File: src/rtl/mbist_pkg.sv
// mbist_pkg: shared types and entry layout for the MBIST fail logger
package mbist_pkg;

    typedef enum logic [1:0] {
        ST_IDLE,
        ST_ARMED,
        ST_CLOSED
    } state_e;

    localparam int STAMP_W = 16;

    // Entry layout, LSB first: stamp, aligned address, newly-failing mask
    function automatic int mask_lsb(input int addr_w);
        return STAMP_W + addr_w + 1;
    endfunction

    function automatic int entry_w(input int enum_n, input int addr_w);
        return mask_lsb(addr_w) + enum_n;
    endfunction

endpackage

File: src/rtl/mbist_log_fifo.sv
// mbist_log_fifo: synchronous FIFO with flush, accepting a push into a full FIFO only alongside a pop
module mbist_log_fifo #(
    parameter int WIDTH = 8,
    parameter int DEPTH = 8
) (
    input  logic                     clk_i,
    input  logic                     rst_ni,
    input  logic                     clr_i,
    input  logic                     push_i,
    input  logic                     pop_i,
    input  logic [WIDTH-1:0]         wdata_i,
    output logic [WIDTH-1:0]         rdata_o,
    output logic                     full_o,
    output logic                     empty_o,
    output logic [$clog2(DEPTH):0]   count_o
);

    localparam int AW = $clog2(DEPTH);

    logic [WIDTH-1:0] mem_q [DEPTH];
    logic [AW-1:0]    wr_q, rd_q;
    logic [AW:0]      cnt_q;
    logic             do_push, do_pop;

    assign full_o  = cnt_q == (AW+1)'(DEPTH);
    assign empty_o = cnt_q == '0;
    assign count_o = cnt_q;
    assign rdata_o = mem_q[rd_q];
    assign do_push = push_i & (~full_o | pop_i);
    assign do_pop  = pop_i & ~empty_o;

    // Storage is reset so the head reads as zero out of reset; a flush only rewinds pointers
    always_ff @(posedge clk_i or negedge rst_ni) begin
        if (!rst_ni) begin
            wr_q  <= '0;
            rd_q  <= '0;
            cnt_q <= '0;
            for (int i = 0; i < DEPTH; i++) mem_q[i] <= '0;
        end else if (clr_i) begin
            wr_q  <= '0;
            rd_q  <= '0;
            cnt_q <= '0;
        end else begin
            if (do_push) begin
                mem_q[wr_q] <= wdata_i;
                wr_q        <= wr_q + AW'(1);
            end
            if (do_pop) rd_q <= rd_q + AW'(1);
            cnt_q <= cnt_q + (AW+1)'(do_push) - (AW+1)'(do_pop);
        end
    end

endmodule

File: src/rtl/mbist_fail_logger.sv
// mbist_fail_logger: logs each newly-failing UUT event with its aligned address and cycle stamp
module mbist_fail_logger
    import mbist_pkg::*;
#(
    parameter int ENUM     = 10,
    parameter int ADDR_W   = 8,
    parameter int ADDR_DLY = 2,
    parameter int DEPTH    = 8
) (
    input  logic                     bist_clk,
    input  logic                     rst_l,
    input  logic                     tst_start,
    input  logic [ADDR_W:0]          tst_ADDRA,
    input  logic [ENUM:1]            inter_fail,
    input  logic                     tst_done,
    output logic                     rd_valid,
    input  logic                     rd_ready,
    output logic [ENUM:1]            rd_mask,
    output logic [ADDR_W:0]          rd_addr,
    output logic [STAMP_W-1:0]       rd_stamp,
    output logic [$clog2(DEPTH):0]   log_count,
    output logic                     log_ovf,
    output logic                     armed
);

    localparam int EW = entry_w(ENUM, ADDR_W);
    localparam int ML = mask_lsb(ADDR_W);

    state_e             state_q, state_d;
    logic               done_q, ovf_q, push, pop, full, empty;
    logic [ENUM:1]      fail_q, new_fail;
    logic [STAMP_W-1:0] stamp_q;
    logic [ADDR_W:0]    dly_q [ADDR_DLY];
    logic [EW-1:0]      wdata, rdata;

    assign armed    = state_q == ST_ARMED;
    assign new_fail = inter_fail & ~fail_q;
    assign push     = armed & (|new_fail) & ~tst_start;
    assign pop      = rd_valid & rd_ready;
    assign rd_valid = ~empty;
    assign log_ovf  = ovf_q;
    assign wdata    = {new_fail, dly_q[ADDR_DLY-1], stamp_q};
    assign rd_mask  = rdata[EW-1:ML];
    assign rd_addr  = rdata[ML-1:STAMP_W];
    assign rd_stamp = rdata[STAMP_W-1:0];

    // Start always (re)arms; only a rising done closes an armed run
    always_comb begin
        state_d = tst_start ? ST_ARMED :
                  (armed && tst_done && !done_q) ? ST_CLOSED : state_q;
    end

    // FSM, done edge history, fail edge detector, saturating stamp and overflow flag
    always_ff @(posedge bist_clk or negedge rst_l) begin
        if (!rst_l) begin
            state_q <= ST_IDLE;
            done_q  <= 1'b0;
            fail_q  <= '0;
            stamp_q <= '0;
            ovf_q   <= 1'b0;
        end else begin
            state_q <= state_d;
            done_q  <= tst_done;
            if (tst_start) begin
                fail_q  <= '0;
                stamp_q <= '0;
                ovf_q   <= 1'b0;
            end else if (armed) begin
                fail_q  <= inter_fail;
                stamp_q <= stamp_q + STAMP_W'(stamp_q != '1);
                if (push && full && !pop) ovf_q <= 1'b1;
            end
        end
    end

    // Address delay line so the logged address matches the comparator latency
    always_ff @(posedge bist_clk or negedge rst_l) begin
        if (!rst_l) begin
            for (int i = 0; i < ADDR_DLY; i++) dly_q[i] <= '0;
        end else if (tst_start) begin
            for (int i = 0; i < ADDR_DLY; i++) dly_q[i] <= '0;
        end else begin
            dly_q[0] <= tst_ADDRA;
            for (int i = 1; i < ADDR_DLY; i++) dly_q[i] <= dly_q[i-1];
        end
    end

    mbist_log_fifo #(
        .WIDTH (EW),
        .DEPTH (DEPTH)
    ) u_fifo (
        .clk_i   (bist_clk),
        .rst_ni  (rst_l),
        .clr_i   (tst_start),
        .push_i  (push),
        .pop_i   (pop),
        .wdata_i (wdata),
        .rdata_o (rdata),
        .full_o  (full),
        .empty_o (empty),
        .count_o (log_count)
    );

endmodule
File: config.mk
export PLATFORM = sky130hd
export DESIGN_NAME = mbist_fail_logger
export DESIGN_NICKNAME = d
export VERILOG_FILES = /design/src/rtl/mbist_pkg.sv /design/src/rtl/mbist_log_fifo.sv /design/src/rtl/mbist_fail_logger.sv
export SDC_FILE = /design/constraint.sdc
export NUM_CORES = 1
export LEC_CHECK = 0
export CAP_MARGIN = 40
export CORE_UTILIZATION = 65
export CTS_BUF_LIST = sky130_fd_sc_hd__clkbuf_8
export CTS_CLUSTER_SIZE = 28
export DETAILED_ROUTE_END_ITERATION = 10
export GPL_ROUTABILITY_DRIVEN = 0
export PLACE_DENSITY = 0.88
export SETUP_SLACK_MARGIN = 0.15
export SLEW_MARGIN = 20
export SYNTH_ARGS = -nofsm -noshare
export SYNTH_HDL_FRONTEND = slang
export SYNTH_SLANG_ARGS = --single-unit
File: constraint.sdc
create_clock -name bist_clk -period 5.8 [get_ports bist_clk]
set_input_delay 1.16 -clock bist_clk [delete_from_list [all_inputs] [get_ports bist_clk]]
set_output_delay 1.16 -clock bist_clk [all_outputs]
set_load 0.03 [all_outputs]
* Word-level counts from Yosys, hierarchy flattened *
Index checks and enable logic that the tools add are counted.
W data, S select, Z words.

word-level totals
  register bits = 338
  input bits = 24
  output and inout port bits = 42

operators by class
  $add $sub $neg = 5
  order comparisons = 3
  eq/ne operators = 3
  multiplexer cells = 21
  bitwise operators = 13
  reductions and logical operators = 16

operators with widths
  kind                    number
  $bwmux W280             1
  $bmux W35 S3            1
  $demux W35 S3           1
  $mux W35                3
  $mux W16                2
  $mux W10                2
  $mux W18                1
  $add A16 B1 Y16         1
  $ne A16 B16 Y1 const B  1
  $mux W3                 4
  $and A10 B10 Y10        1
  $not A10 Y10            1
  $reduce_bool A2 Y1      5
  $reduce_or A10 Y1       1
  $ge A4 B4 Y1 const B    2
  $not A3 Y4              2
  $add A3 B1 Y3 const B   2
  $and A1 B1 Y1           5
  $logic_and A1 B1 Y1     5
  $add A4 B1 Y4           1
  $eq A4 B4 Y1 const B    1
  $logic_not A4 Y1        1
  $lt A4 B1 Y1 const B    1
  $mux W2                 2
  other kinds (8)         14

* Longest topological paths before layout *
Gate-level depths: netlist of the first run.

  word-level depth = 10
  mapped depth = 12

* Hierarchy *
From an unflattened synthesis of the first run, not the netlist that was laid out.

unflattened totals
  cell total of the unflattened synthesis = 987
  area total of the unflattened synthesis = 16380.7 µm²

by module, submodules not included
  module             instances  cells each  area each (µm²)  seq. area each (µm²)
  mbist_log_fifo     1          788         14286.2          7257.0
  mbist_fail_logger  1          199         2094.5           1201.2

* Worst setup path before layout of the first run *
Ideal clock, no wire load.

  path type = input -> register
  start = input inter_fail[1] (netlist bit)
  end = register u_fifo.cnt_q[2], in the netlist u_fifo.count_o[2]
  arrival time = 2.883 ns
  setup slack = 2.785 ns
  stages = 10
  buffers on the path = 2
  cell sequence = nor2b_1 -> buf_4 -> nor4_1 -> and3_1 -> buf_6 -> nor4_1 -> ha_1 -> fa_1 -> xnor2_1 -> nor2_1

on the way
  longest elaborated chain between the ends = 8

ends and longest elaborated chain
  item                         line                     RTL
  start: declaration           mbist_fail_logger.sv:14  input logic [ENUM:1] inter_fail,
  $and A10 B10 Y10             mbist_fail_logger.sv:37  assign new_fail = inter_fail & ~fail_q;
  $reduce_or A10 Y1            mbist_fail_logger.sv:38  assign push = armed & (|new_fail) & ~tst_start;
  $and A1 B1 Y1 (2 in series)  mbist_fail_logger.sv:38
  $and A1 B1 Y1                mbist_log_fifo.sv:29     assign do_push = push_i & (~full_o | pop_i);
  $add A4 B1 Y4                mbist_log_fifo.sv:49     cnt_q <= cnt_q + (AW+1)'(do_push) - (AW+1)'(do_pop);
  $sub A4 B1 Y4                mbist_log_fifo.sv:49
  $mux W4                      mbist_log_fifo.sv:39     end else if (clr_i) begin
  end signal: assignment       mbist_log_fifo.sv:49
  end: declaration             mbist_log_fifo.sv:22     logic [AW:0] cnt_q;

Every way passes these cells.
A chain may end at the register's enable or synchronous reset.

* Worst setup path after layout of the first run *
  start = register u_fifo.rd_q[0]
  end = output rd_stamp[14]

on the way
  longest elaborated chain between the ends = 4

ends and longest elaborated chain
  item                                          line                     RTL
  start: declaration                            mbist_log_fifo.sv:21     logic [AW-1:0] wr_q, rd_q;
  start signal: assignment                      mbist_log_fifo.sv:48     if (do_pop) rd_q <= rd_q + AW'(1);
  $not A3 Y4 (not written as such)              mbist_log_fifo.sv:28     assign rdata_o = mem_q[rd_q];
  $bmux W35 S3                                  mbist_log_fifo.sv:28
  $mux W35 (not written as such) (2 in series)  mbist_log_fifo.sv:28
  end: declaration                              mbist_fail_logger.sv:20  output logic [STAMP_W-1:0] rd_stamp,

Every way passes these cells. The select of a mux whose other input is x is not followed.

==> impl_metrics.yaml, run 1 <==
power_and_ir_drop:
  powerDensity_nw_per_um2: 385
  power_frac_comb_pct: 26.5
  p_total_mw: 6.76
  seq_power_share_pct: 43.7
  peakVddDrop_uv: 338
  leakage_nw: 8.50
  p_int_mw: 4.74
  switching_share_pct: 29.9
  clockPowerShare_pct: 29.8
  p_switching_mw: 2.02
final_layout:
  syn_to_final_growth_pct: 13.2
  antenna_cells: 0
  layout-drive-gt1-share_pct: 43.0
  fillers: 1425
  nNetsFinal: 1106
yosys:
  syn_area_sq_um: 15500
  synth_warnings: 0
  synth_area_per_cell_sq_um: 15.4
  synthDistinctLibCells: 39
  yosysMostFrequentCell: "dfrtp_1"
  synthArstFlopShare_pct: 100
  synthCells: 1006
  ys_seq_area_share_pct: 54.6
  syn-num-nets: 1041
  yosysTopAreaCellShare_pct: 54.6
  yosys_most_used_dff: "dfrtp_1"
  synthTopCellsByArea: "dfrtp_1, mux2_2, mux4_2, mux2_4, mux2_1"
  synth_top_cell_by_area: "dfrtp_1"
  synth_common_cells: "dfrtp_1, mux2_2, mux4_2"
  synth-seq-cells: 338
  synth_edf_count: 0
timing:
  setup_viol: 0
  fmax_ghz: 0.220
  tns_ps: 0
  worst_slew_pin_slew_ps: 856
  hold_viol: 0
  post-route-min-period_ps: 4540
  slew_violations: 0
  finClkSkew_ps: 30.5
  slew_headroom_pct: 43.0
  rsz0062_at_grt: "false"
  finalCritPeriodShare_pct: 78.3
die:
  initial_core_util_pct: 66.2
  rows: 56
  dieArea_sq_um: 24500
  core_area_sq_um: 23400
  io_pins: 66
  chipWidth_um: 156
  die_y_um: 156
clocking:
  root_buffer: "clkbuf_8"
  cts.sinks: 338
  ctsResizeCount: 0
  cts_hold_buffers: 0
  cts_buffer_depth: 3
  clk_latency_ps: 600
  cts.reportedPaths.clkPinSlew_ps: 60
  htree_levels: 2
  cts_buffers: 54
  cts_tree: "yes"
  cts_setup_buffers: 0
route:
  antenna_left: 0
  drcViolationCount: 0
  dr.first_iter.drc_count: 612
  drt-vias-per-instance: 6.10
  drt_first_pass_iters: 4
  drt_wl_total_um: 32000
  wl_per_cell_um: 22.4
  num_vias: 8741
setup_path:
  crit_path_start_kind: "flip-flop"
  cp_data_arrival_time_ps: 3380
  reg2reg_depth: 7
  worstPathMaxFanout: 34
  cp_data_required_time_ps: 4640
  crit_type: "flip-flop to output pin"
  endpoint_kind: "output pin"
grt:
  grt_max_degree: 142
  grt_usage_pct: 28.1
  first_global_vias: 9712
  grt-ovfl-total: 0
  antenna_found_initial: 0
  grt_pass1_wl_um: 52300
hold_path:
  hp-class: "flip-flop to flip-flop"
  min_path_cells: 1
placement:
  place_hpwl_um: 19400
  numPortBuffers: 65
status:
  status: "complete, no violations"
run:
  drv_cap: 0
-- area by class of cell --
| class | instances | area [sq um] | share of cell area (%) |
|---|---|---|---|
| Timing Repair Buffer | 92 | 1010 | 5.77 |
| Inverter | 9 | 33.8 | 0.193 |
| Multi-Input combinational cell | 576 | 6550 | 37.3 |
| Clock inverter | 29 | 126 | 0.720 |
| Clock buffer | 70 | 963 | 5.49 |
| Tap cell | 319 | 399 | 2.27 |
| Sequential cell | 338 | 8460 | 48.2 |
-- worst max-delay path: stages (launching register included) --
cell	delay, ps
dfrtp_4	690
buf_12	280
buf_12	310
mux4_2	560
mux2_2	320
clkdlybuf4s50_1	600
-- flip-flops by register name, indices dropped and copies added (netlist names) --
name            count
u_fifo.count_o      4
done_q              1
fail_q             10
u_fifo.wr_q         3
dly_q              18
u_fifo.rd_q         3
stamp_q            16
log_ovf             1
u_fifo.mem_q      280
state_q             2
-- power groups by stage --
stage          sequential [mW]  clock, mW  combinational [mW]
6_report                  2.96       2.01                1.79
2_1_floorplan             2.87          0                1.32
4_1_cts                   2.99       2.05                1.76
3_3_place_gp              3.00          0                1.69
3_5_place_dp              3.02          0                1.75
5_1_grt                   2.99       2.15                1.91
-- per-layer routing --
metal | vias to the layer above | share of wire, % | global-route usage [%]
li1 | 3770 | - | -
met1 | 4672 | 44 | 37.9
met2 | 224 | 49 | 45.7
met3 | 75 | 4.4 | 5.04
met4 | 0 | 2.6 | 11.5
met5 | - | 0 | 0
-- cells in the final DEF, fill, tap and decap left out, types with 3 or more instances in the layout --
cell               n
xor2_1            11
clkdlybuf4s50_1   63
dfrtp_1          335
nor4_1             5
and4_1             3
a21oi_1           16
ha_1              10
clkbuf_8          70
clkinv_2           6
nand3_1           10
inv_1             30
nor3_1             4
mux2_2           230
nor2_1            27
mux4_2            70
mux2_1            25
nand4_1            3
buf_8              3
nand2_1           35
mux2_4            60
buf_4             14
buf_12             8
nor2b_1           30
xnor2_1            6
nand2b_1           5
-- through the flow --
step,util [%],std cells,instance area (sq um),hold slack [ps],setup WS [ps]
after global placement,69.6,1325,16300,446,1390
after detailed placement,70.2,1333,16400,453,1440
after CTS,74.9,1432,17500,461,1110
after floorplan,-,1006,15500,439,2790
final,75.0,1433,17500,459,1260
after global routing,75.0,1433,17500,500,1100
-- cell families after synthesis --
kind of cell / count (synthesis) / share of synthesized area [%]
xor gates and xnor gates: 17 / 0.961
adders and majority gates: 11 / 0.936
buffers and inverters: 92 / 3.20
AOI/OAI and AO/OA: 22 / 0.775
DFF: 338 / 54.6
muxes: 387 / 34.6
and+or+nand+nor: 139 / 4.92
-- final timing paths --
check | endpoint | from | slack [ps]
worst min register to register | dly_q[5] | dly_q[14] | 460
max in group asynchronous | u_fifo.rd_q[0] | rst_l | 4070
worst min-delay path | dly_q[5] | dly_q[14] | 460
worst max-delay path | rd_stamp[14] | u_fifo.rd_q[0] | 1260
worst max register to register | u_fifo.mem_q[43] | fail_q[1] | 2650
min in group asynchronous | u_fifo.mem_q[126] | rst_l | 510
Note: power is estimated with default switching activity, not from simulation.
==> run 2, diff against run 1 <==
--- a/config.mk
+++ b/config.mk
@@ -6,12 +6,12 @@
 export NUM_CORES = 1
 export LEC_CHECK = 0
 export CAP_MARGIN = 40
-export CORE_UTILIZATION = 65
+export CORE_UTILIZATION = 57
 export CTS_BUF_LIST = sky130_fd_sc_hd__clkbuf_8
 export CTS_CLUSTER_SIZE = 28
 export DETAILED_ROUTE_END_ITERATION = 10
 export GPL_ROUTABILITY_DRIVEN = 0
-export PLACE_DENSITY = 0.88
+export PLACE_DENSITY = 0.82
 export SETUP_SLACK_MARGIN = 0.15
 export SLEW_MARGIN = 20
 export SYNTH_ARGS = -nofsm -noshare
==> constraint.sdc (replaced) <==
create_clock -name bist_clk -period 3.9 [get_ports bist_clk]
set_input_delay 0.78 -clock bist_clk [delete_from_list [all_inputs] [get_ports bist_clk]]
set_output_delay 0.78 -clock bist_clk [all_outputs]
set_load 0.03 [all_outputs]
==> run 2 against run 1 <==
  * Critical path depth unchanged
  * Largest cell class unchanged
  * Critical endpoint is now rd_stamp[15]
  * Worst hold slack worse by 150 ps
  * Non-clock buffer count up 16
==> impl_metrics.yaml, run 2 (synthesized netlist as in run 1, its figures left out) <==
status:
  status: "complete, no violations"
route:
  drt_wl_total_um: 31100
  num_vias: 8633
  wl_per_cell_um: 21.3
  drt-vias-per-instance: 5.90
  drcViolationCount: 0
  antenna_left: 0
  dr.first_iter.drc_count: 509
  drt_first_pass_iters: 4
setup_path:
  cp_data_arrival_time_ps: 2850
  path_cells: "buf_4, buf_16, mux4_2, mux2_2, clkdlybuf4s50_1"
  crit_path_top_delay_cell: "clkdlybuf4s50_1"
  crit_type: "flip-flop to output pin"
  path_delay_family: "buffers and inverters"
  endpoint_kind: "output pin"
  cp_data_required_time_ps: 3120
  critPathBufInv: 3
  worstPathMaxFanout: 18
  crit_path_start_kind: "flip-flop"
  max_stage_delay_ps: 600
placement:
  dp_slack_ps: 304
  place_hpwl_um: 18100
  numPortBuffers: 65
clocking:
  htree_levels: 2
  cts.reportedPaths.clkPinSlew_ps: 70
  cts_hold_buffers: 0
  cts.sinks: 338
  root_buffer: "clkbuf_8"
  clk_latency_ps: 600
  cts_buffers: 54
  cts_buffer_depth: 3
  cts_tree: "yes"
final_layout:
  antenna_cells: 0
  regMostFlops: "u_fifo.mem_q"
  fillers: 1747
  top_regs: "u_fifo.mem_q: 280 flops, dly_q: 18 flops, stamp_q: 16 flops"
  ff_latch_area_sq_um: 8460
  layout-drive-gt1-share_pct: 43.6
  mostFrequentLayoutCell: "dfrtp_1"
  multi_input_area_sq_um: 6550
  syn_to_final_growth_pct: 14.1
  mostFrequentLayoutCells: "dfrtp_1, mux2_2, mux4_2, clkbuf_8, clkdlybuf4s50_1"
  largest_reg_flops: 280
  nNetsFinal: 1122
timing:
  finalCritPeriodShare_pct: 93.0
  post-route-min-period_ps: 3630
  postLayoutSetupSlackWorst_ps: 272
  slew_headroom_pct: 35.2
  hold_viol: 0
  fmax_ghz: 0.276
  rsz0062_at_grt: "false"
  worst_slew_pin_slew_ps: 972
  finClkSkew_ps: 27.1
  setup_viol: 0
  slew_violations: 0
  tns_ps: 0
die:
  chipWidth_um: 167
  dieArea_sq_um: 27900
  die_y_um: 167
  rows: 59
  initial_core_util_pct: 58.8
  io_pins: 66
  core_area_sq_um: 26400
grt:
  first_global_vias: 9528
  grt_max_degree: 126
  grt_pass1_wl_um: 52100
  grt_usage_pct: 23.9
  antenna_found_initial: 0
  grt-ovfl-total: 0
power_and_ir_drop:
  peakVddDrop_uv: 453
  powerDensity_nw_per_um2: 569
  leakage_nw: 8.58
run:
  drv_cap: 0
hold_path:
  hp-class: "input pin to async pin"
[run 2: worst paths after layout]
kind | slack [ps] | end | cells after the start | start
max | 270 | rd_stamp[15] | 5 | u_fifo.rd_q[0]
max reg2reg | 1080 | u_fifo.mem_q[14] | 8 | u_fifo.count_o[2]
max in group asynchronous | 2700 | fail_q[5] | 2 | rst_l
min in group bist_clk | 470 | dly_q[2] | 1 | dly_q[11]
min | 310 | dly_q[5] | 1 | rst_l
min reg2reg | 470 | dly_q[2] | 1 | dly_q[11]
[run 2: timing repair]
action | CTS | global route
hold endpoints to repair | 0 | 0
buffers inserted | 3 | 0
gates resized for setup | 1 | 0
endpoints found under the setup margin | 20 | 0
[run 2: routing by layer]
layer | GRT usage, % | vias up | wire length [um]
li1 | - | 3807 | -
met1 | 33.9 | 4597 | 14100
met2 | 38.1 | 180 | 15200
met3 | 3.87 | 49 | 1260
met4 | 7.53 | 0 | 554
met5 | 0 | - | 0
[run 2: power breakdown]
part	switching, mW	internal [mW]
registers	0.296	4.01
logic	1.30	1.51
clock network	1.37	1.57
total	2.97	7.09
[run 2: final cells by class]
type / count / area share, %
Multi-Input combinational cell: 576 / 37.0
Sequential cell: 338 / 47.9
Inverter: 9 / 0.191
Timing Repair Buffer: 108 / 6.54
Clock inverter: 33 / 0.962
Clock buffer: 65 / 5.06
Tap cell: 335 / 2.37
[run 2: metrics by stage]
step / util (%) / instance area (sq um) / cells / total power, mW / hold slack, ps
finish: 67.1 / 17700 / 1464 / 10.1 / 312
floorplan: - / 15500 / 1006 / 6.23 / 439
CTS: 67.1 / 17700 / 1464 / 10.2 / 321
global route: 67.1 / 17700 / 1464 / 10.6 / 372
detailed placement: 62.8 / 16600 / 1362 / 7.11 / 455
global placement: 62.8 / 16600 / 1362 / 7.02 / 443
==> run 3, diff against run 2 <==
--- a/config.mk
+++ b/config.mk
@@ -11,7 +11,7 @@
 export CTS_CLUSTER_SIZE = 28
 export DETAILED_ROUTE_END_ITERATION = 10
 export GPL_ROUTABILITY_DRIVEN = 0
-export PLACE_DENSITY = 0.82
+export PLACE_DENSITY = 0.86
 export SETUP_SLACK_MARGIN = 0.15
 export SLEW_MARGIN = 20
 export SYNTH_ARGS = -nofsm -noshare
==> run 3 against run 2 <==
  * Combinational power fell by 1%
  * Sequential power hardly changed
  * Largest power group unchanged
  * Critical path type unchanged
  * Register-to-register slack better by 20 ps
  * Worst hold slack got worse by 45 ps
  * Critical path depth down 1
  * Total power rose by 2.4%
  * Cell area grew 0.49%
  * Sequential share of layout area decreased by 0.23 points
  * Core utilization is 0.33 points higher
==> impl_metrics.yaml, run 3 (synthesized netlist as in run 1, its figures left out) <==
setup_path:
  endpoint_kind: "output pin"
  critPathBufInv: 2
  path_cells: "buf_12, mux4_2, mux2_2, clkdlybuf4s50_1"
  cp_data_arrival_time_ps: 2910
  cp_data_required_time_ps: 3120
  crit_type: "flip-flop to output pin"
  path_delay_family: "buffers and inverters"
  crit_path_start_kind: "flip-flop"
  max_stage_delay_ps: 780
  crit_path_top_delay_cell: "dfrtp_2"
  worstPathMaxFanout: 29
die:
  initial_core_util_pct: 58.8
  chipWidth_um: 167
  rows: 59
  die_y_um: 167
  core_area_sq_um: 26400
  io_pins: 66
  dieArea_sq_um: 27900
timing:
  finalCritPeriodShare_pct: 94.5
  tns_ps: 0
  setup_viol: 0
  rsz0062_at_grt: "true"
  finClkSkew_ps: 32.8
  fmax_ghz: 0.271
  hold_viol: 0
  post-route-min-period_ps: 3690
  slew_violations: 0
  postLayoutSetupSlackWorst_ps: 214
  slew_headroom_pct: 48.5
  worst_slew_pin_slew_ps: 773
clocking:
  cts_setup_buffers: 0
  cts_buffer_depth: 3
  root_buffer: "clkbuf_8"
  cts.reportedPaths.clkPinSlew_ps: 60
  htree_levels: 2
  cts_buffers: 53
  cts_tree: "yes"
  clk_latency_ps: 590
  cts.sinks: 338
route:
  num_vias: 8708
  antenna_left: 0
  drcViolationCount: 0
  drt_wl_total_um: 31900
  drt_first_pass_iters: 4
  dr.first_iter.drc_count: 526
  drt-vias-per-instance: 5.98
  wl_per_cell_um: 21.9
grt:
  grt_pass1_wl_um: 52300
  grt_usage_pct: 23.9
  grt_max_degree: 102
  first_global_vias: 9632
  grt-ovfl-total: 0
  antenna_found_initial: 0
placement:
  place_hpwl_um: 18800
  numPortBuffers: 65
  dp_cells: 1357
  dp_slack_ps: 421
power_and_ir_drop:
  powerDensity_nw_per_um2: 580
  peakVddDrop_uv: 540
  leakage_nw: 8.58
final_layout:
  antenna_cells: 0
  top_regs: "u_fifo.mem_q: 280 flops, dly_q: 18 flops, stamp_q: 16 flops"
  largest_reg_flops: 280
  layout-drive-gt1-share_pct: 44.1
  mostFrequentLayoutCells: "dfrtp_1, mux2_2, clkbuf_8, mux4_2, clkdlybuf4s50_1"
  instances_no_fill: 1456
  nNetsFinal: 1113
  syn_to_final_growth_pct: 14.7
  fillers: 1709
  regMostFlops: "u_fifo.mem_q"
  mostFrequentLayoutCell: "dfrtp_1"
run:
  drv_cap: 0
hold_path:
  hp-class: "input pin to async pin"
status:
  status: "complete, no violations"
==> run 3: changes by cell type in the layout (fill, tap and decap cells not counted), sizes merged <==
cell / delta
clkbuf: +13
bufbuf: -1
clkinvlp: -2
buf: -8
inv: -10
==> run 3: through the flow <==
step	total power [mW]	area (sq um)	util, %	hold slack [ps]
after floorplan	6.23	15500	-	439
after global placement	7.02	16600	62.8	450
after detailed placement	7.12	16600	62.8	448
after CTS	10.3	17700	67.3	255
after global routing	10.7	17800	67.4	304
final	10.3	17800	67.4	266
==> run 3: timing repair <==
| item | in CTS | in global routing |
|---|---|---|
| gates cloned | 0 | 1 |
| resized for setup | 1 | 0 |
| hold buffers | 0 | 0 |
| setup endpoints to repair | 4 | 6 |
==> run 3: layer usage <==
layer	track usage [%]	vias up	routed length, um
met1	33.5	4675	14400
li1	-	3796	-
met3	3.49	54	1280
met4	8.09	0	731
met5	0	-	0
met2	38.7	183	15500
==> run 3: worst reg2reg max path: stages, from the launching register on <==
cell and delay [ps]:
dfrtp_1 340, inv_1 80, ha_1 210, nand2b_1 150, nand3_1 270, nand3_1 200, nor3b_4 470, buf_4 530
mux2_2 420
==> run 3: worst paths after layout <==
path                       slack, ps           endpoint              start  cells after the start
max                              210        rd_stamp[0]     u_fifo.rd_q[1]                      4
min                              270  u_fifo.mem_q[126]              rst_l                      1
max reg2reg                     1100  u_fifo.mem_q[158]  u_fifo.count_o[2]                      8
min reg2reg                      470           dly_q[6]          dly_q[15]                      1
max in group asynchronous       2670  u_fifo.mem_q[110]              rst_l                      2
min in group bist_clk            470           dly_q[6]          dly_q[15]                      1
==> run 3: final cells by class <==
class | instances | area, sq um | share of cell area (%)
clock inverters | 21 | 118 | 0.662
flip-flops and latches | 338 | 8460 | 47.6
multi-input cells | 576 | 6550 | 36.8
inverters | 9 | 33.8 | 0.190
clock buffers | 77 | 1060 | 5.96
well taps | 335 | 419 | 2.36
repair buffers | 100 | 1130 | 6.36
==> run 3: power breakdown <==
part | leakage, nW | internal (mW) | total (mW) | switching (mW)
clock network | 0.665 | 1.81 | 3.19 | 1.39
logic | 3.32 | 1.48 | 2.77 | 1.29
registers | 4.60 | 4.01 | 4.34 | 0.335
total | 8.58 | 7.29 | 10.3 | 3.01
